--- config.mk ---
export PLATFORM = sky130hd
export DESIGN_NAME = idx_loop_ctr
export DESIGN_NICKNAME = d
export VERILOG_FILES = /design/src/rtl/idx_loop_pkg.sv /design/src/rtl/idx_lvl_cnt.sv /design/src/rtl/idx_loop_ctr.sv
export SDC_FILE = /design/constraint.sdc
export NUM_CORES = 1
export LEC_CHECK = 0
export CAP_MARGIN = 5
export CORE_UTILIZATION = 50
export DETAILED_ROUTE_END_ITERATION = 10
export PLACE_DENSITY = 0.81
export REMOVE_ABC_BUFFERS = 1
export SETUP_SLACK_MARGIN = 0.1
export SYNTH_ARGS = -nofsm -noshare
export SYNTH_HDL_FRONTEND = slang
export SYNTH_HIERARCHICAL = 1
export SYNTH_SLANG_ARGS = --single-unit
--- constraint.sdc ---
create_clock -name clk -period 5.5 [get_ports clk]
set_input_delay 1.1 -clock clk [delete_from_list [all_inputs] [get_ports clk]]
set_output_delay 1.1 -clock clk [all_outputs]
set_load 0.02 [all_outputs]
--- src/rtl/idx_loop_pkg.sv ---
// Shared types and helpers for the nested-loop index generator and its per-level counters.
// Pure declarations: no logic, no latency, no flow control of its own.
package idx_loop_pkg;

    typedef enum logic {
        IDLE = 1'b0,
        RUN  = 1'b1
    } lc_state_t;

    // Smallest legal index width and level count
    localparam int MIN_WIDTH = 1;
    localparam int MIN_LVL   = 1;

    function automatic int lvl_off(input int k, input int width);
        return k * width;
    endfunction

endpackage

--- src/rtl/idx_lvl_cnt.sv ---
// One loop level: WIDTH-bit index that steps on en and wraps to 0 at its limit.
// Updates on the edge after en; no backpressure of its own (en already folds in the consumer's adv).
module idx_lvl_cnt
    import idx_loop_pkg::*;
#(
    parameter int WIDTH = 6
) (
    input  logic             clk,
    input  logic             rstn,
    input  logic             clr,
    input  logic             load0,
    input  logic             en,
    input  logic [WIDTH-1:0] lim,
    output logic [WIDTH-1:0] ptr,
    output logic             at_lim
);

    assign at_lim = (ptr == lim);

    always_ff @(posedge clk or negedge rstn) begin
        if (!rstn) begin
            ptr <= '0;
        end else if (clr) begin
            ptr <= '0;
        end else if (load0) begin
            ptr <= '0;
        end else if (en) begin
            ptr <= at_lim ? '0 : ptr + 1'b1;
        end
    end

endmodule

--- src/rtl/idx_loop_ctr.sv ---
// Nested-loop index generator: first tuple visible the cycle after start, one tuple per accepted cycle.
// adv low stalls and holds the current tuple; done pulses one cycle after the final tuple is accepted.
module idx_loop_ctr
    import idx_loop_pkg::*;
#(
    parameter int WIDTH   = 6,
    parameter int NUM_LVL = 2
) (
    input  logic                     clk,
    input  logic                     rstn,
    input  logic                     start,
    input  logic                     clr,
    input  logic [NUM_LVL*WIDTH-1:0] lim_i,
    input  logic                     adv,
    output logic [NUM_LVL*WIDTH-1:0] ptr_o,
    output logic                     valid_o,
    output logic                     last_o,
    output logic [NUM_LVL-1:0]       wrap_o,
    output logic                     busy_o,
    output logic                     done_o
);

    localparam int PW = NUM_LVL * WIDTH;

    if (WIDTH < MIN_WIDTH || NUM_LVL < MIN_LVL) begin : g_cfg_err
        $error("idx_loop_ctr: WIDTH and NUM_LVL must both be at least 1");
    end

    lc_state_t          state;
    logic [PW-1:0]      lim_q;
    logic [NUM_LVL-1:0] at_lim;
    logic [NUM_LVL-1:0] en;
    logic               run;
    logic               accept;
    logic               fin;
    logic               load0;

    assign run     = (state == RUN);
    assign accept  = run & adv;
    assign last_o  = run & (&at_lim);
    assign fin     = accept & last_o;
    assign load0   = (state == IDLE) & start & ~clr;
    assign valid_o = run;
    assign busy_o  = run;
    assign en[0]   = accept;

    // The final accept needs no special reload: every level sits at its limit, so the carry wraps all to 0
    for (genvar k = 0; k < NUM_LVL; k++) begin : g_lvl
        idx_lvl_cnt #(
            .WIDTH (WIDTH)
        ) u_cnt (
            .clk    (clk),
            .rstn   (rstn),
            .clr    (clr),
            .load0  (load0),
            .en     (en[k]),
            .lim    (lim_q[lvl_off(k, WIDTH) +: WIDTH]),
            .ptr    (ptr_o[lvl_off(k, WIDTH) +: WIDTH]),
            .at_lim (at_lim[k])
        );

        assign wrap_o[k] = en[k] & at_lim[k];

        if (k < NUM_LVL - 1) begin : g_carry
            assign en[k+1] = wrap_o[k];
        end
    end

    always_ff @(posedge clk or negedge rstn) begin
        if (!rstn) begin
            state  <= IDLE;
            lim_q  <= '0;
            done_o <= 1'b0;
        end else if (clr) begin
            state  <= IDLE;
            done_o <= 1'b0;
        end else begin
            done_o <= 1'b0;
            case (state)
                IDLE: begin
                    if (start) begin
                        state <= RUN;
                        lim_q <= lim_i;
                    end
                end
                RUN: begin
                    if (fin) begin
                        state  <= IDLE;
                        done_o <= 1'b1;
                    end
                end
                default: state <= IDLE;
            endcase
        end
    end

endmodule

==> impl_metrics.json <==
{
  "outcome": "completed",
  "yosysWarningCount": 6,
  "p_leak_nw": 0.701,
  "first_global_vias": 985,
  "yosys-top-cells-area": "dfrtp_1, mux2_2, xor2_1",
  "netlist_instances": 114,
  "dieArea_mm2": 0.00297,
  "start_util": 0.541,
  "max_cap_violations": 0,
  "finalCriticalPeriod_ps": 3650,
  "clkTransAtPathRegs_ps": 140,
  "cts_buffers": 3,
  "fin_hold_ws_ps": 545,
  "fin_ws_ps": 1850,
  "startpoint_type": "input port",
  "critPathKind": "in2out",
  "synth_edf_count": 0,
  "yosysTopAreaCell": "dfrtp_1",
  "timing.slew.headroom": 0.457,
  "cp.arrival_ps": 2550,
  "port_buffers": 34,
  "dp_slack_ps": 1860,
  "grt_setup_unrepaired": "false",
  "ctsLongestPathBuffers": 2,
  "p_switching_w": 0.000102,
  "top_level_ports": 35,
  "overflow": 0,
  "clkSinkCount": 26,
  "synth_top_area_frac": 0.473,
  "period_share": 0.663,
  "syn_avg_cell_area_um2": 12.1,
  "ys_types": 28,
  "ant_nets": 0,
  "fmax_mhz": 274,
  "die_h_um": 54.5,
  "finalMaxSlewViolations": 0,
  "finalNetCount": 167,
  "clock_latency_ps": 320,
  "grt_pass1_wl_um": 4370,
  "cts_tree": "done",
  "synth_ff_type": "dfrtp_1",
  "layout-drive-gt1-share": 0.177,
  "synth_async_sr_flop_share": 1.00,
  "swShare": 0.258,
  "viasPerCell": 5.77,
  "layout_common_cells": "clkdlybuf4s50_1, dfrtp_1, mux2_2, xor2_1",
  "fp.dieW_um": 54.5,
  "ctsHoldBuffers": 0,
  "vias": 1021,
  "wire_per_inst_um": 15.3,
  "synth_area_mm2": 0.00138,
  "drt_iter0_markers": 27,
  "ctsRootBufferMaster": "clkbuf_4",
  "synth-seq-area-share": 0.473,
  "tightest_slew_ps": 814,
  "area_growth_pct": 27.1,
  "clock_power_share": 0.244,
  "routed_wl_um": 2700,
  "dpl.hpwl_um": 1950,
  "p_total_w": 0.000395,
  "fin_setup_tns_ps": 0,
  "row_count": 18,
  "drc": 0,
  "setup_viol": 0,
  "ys_seq_elements": 26,
  "hold_class": "reg2reg",
  "intPower_w": 0.000293,
  "insertedDiodeCount": 0,
  "skew_ps": 2.68,
  "grt_start_max_net_pins": 27,
  "timing.final.hold_violations": 0,
  "utilization": 0.687,
  "crit_path_end_kind": "output port",
  "first_pass_iters": 4,
  "antenna_found_initial": 0,
  "power.density_mw_per_mm2": 226,
  "place_congestion": 0.749,
  "p_comb_frac": 0.189,
  "gr-usage-all-layers": 0.210,
  "cts_resized": 0,
  "max-vdd-ir-drop_mv": 0.171,
  "final_common_cell": "clkdlybuf4s50_1",
  "required_ps": 4400,
  "pwr-share-seq": 0.567,
  "h-tree-depth": 1,
  "crit_fanout": 10,
  "post_cts_buffers": 0,
  "core_area_mm2": 0.00254
}
==> power by group through the flow <==
stage	registers, W	clock network, W	logic, W
final	0.000224	0.0000964	0.0000745
after global routing	0.000226	0.000108	0.0000819
after CTS	0.000224	0.000101	0.0000758
after detailed placement	0.000228	0	0.0000757
after global placement	0.000226	0	0.0000731
after floorplan	0.000226	0	0.0000468
==> per-layer routing <==
layer | wire length, um | track usage | share of wire
met1 | 1180 | 0.260 | 0.44
met2 | 1350 | 0.366 | 0.50
met3 | 116 | 0.0167 | 0.043
met4 | 55 | 0.103 | 0.020
met5 | 0 | 0 | 0
==> registers in the layout (all words and copies together) (netlist names) <==
| signal | cells |
|---|---|
| g_lvl.u_cnt/ptr | 12 |
| lim_q | 12 |
| busy_o | 1 |
| done_o | 1 |
==> final timing paths <==
check	slack, ps	depth (start not counted)	from	endpoint
worst min register to register	550	1	lim_q[7]	lim_q[7]
worst max register to register	3210	8	g_lvl[0].u_cnt/ptr[3]	g_lvl[1].u_cnt/ptr[4]
worst max-delay path	1850	3	adv	wrap_o[0]
max in group asynchronous	4130	2	rstn	done_o
worst min-delay path	550	1	lim_q[7]	lim_q[7]
min in group asynchronous	1120	2	rstn	g_lvl[1].u_cnt/ptr[2]
==> metrics by stage <==
stage	instance area (um^2)	cells
after CTS	1750	177
after floorplan	1330	108
after global routing	1750	177
after global placement	1710	173
final	1750	177
after detailed placement	1710	173
==> area by class of cell <==
type	count	area, um^2
fill	199	796
multi-input combinational	80	669
sequential	26	651
timing repair buffer	35	348
tap	30	37.5
clock buffer	4	36.3
inverter	2	7.51
==> logic make-up after synthesis <==
family	count (synthesis)	share of synthesized area
AND/OR/NAND/NOR	34	0.177
flip-flops	26	0.473
XOR/XNOR	20	0.127
AO/OA/AOI/OAI	12	0.0655
multiplexers	12	0.0982
buffers and inverters	8	0.0409
adder cells (fa/ha/maj)	2	0.0182
==> worst max-delay path, stage by stage <==
cell,delay (ps)
clkdlybuf4s50_1,500
and3_2,310
clkdlybuf4s50_1,640
==> cell usage after synthesis, types with 3 or more instances <==
master,instances
dfrtp_1,26
mux2_2,12
buf_6,3
a211oi_1,8
xnor2_1,8
nor2_1,3
nand2_1,4
xor2_1,12
nand4_1,6
(Power assumes the default switching activity.)
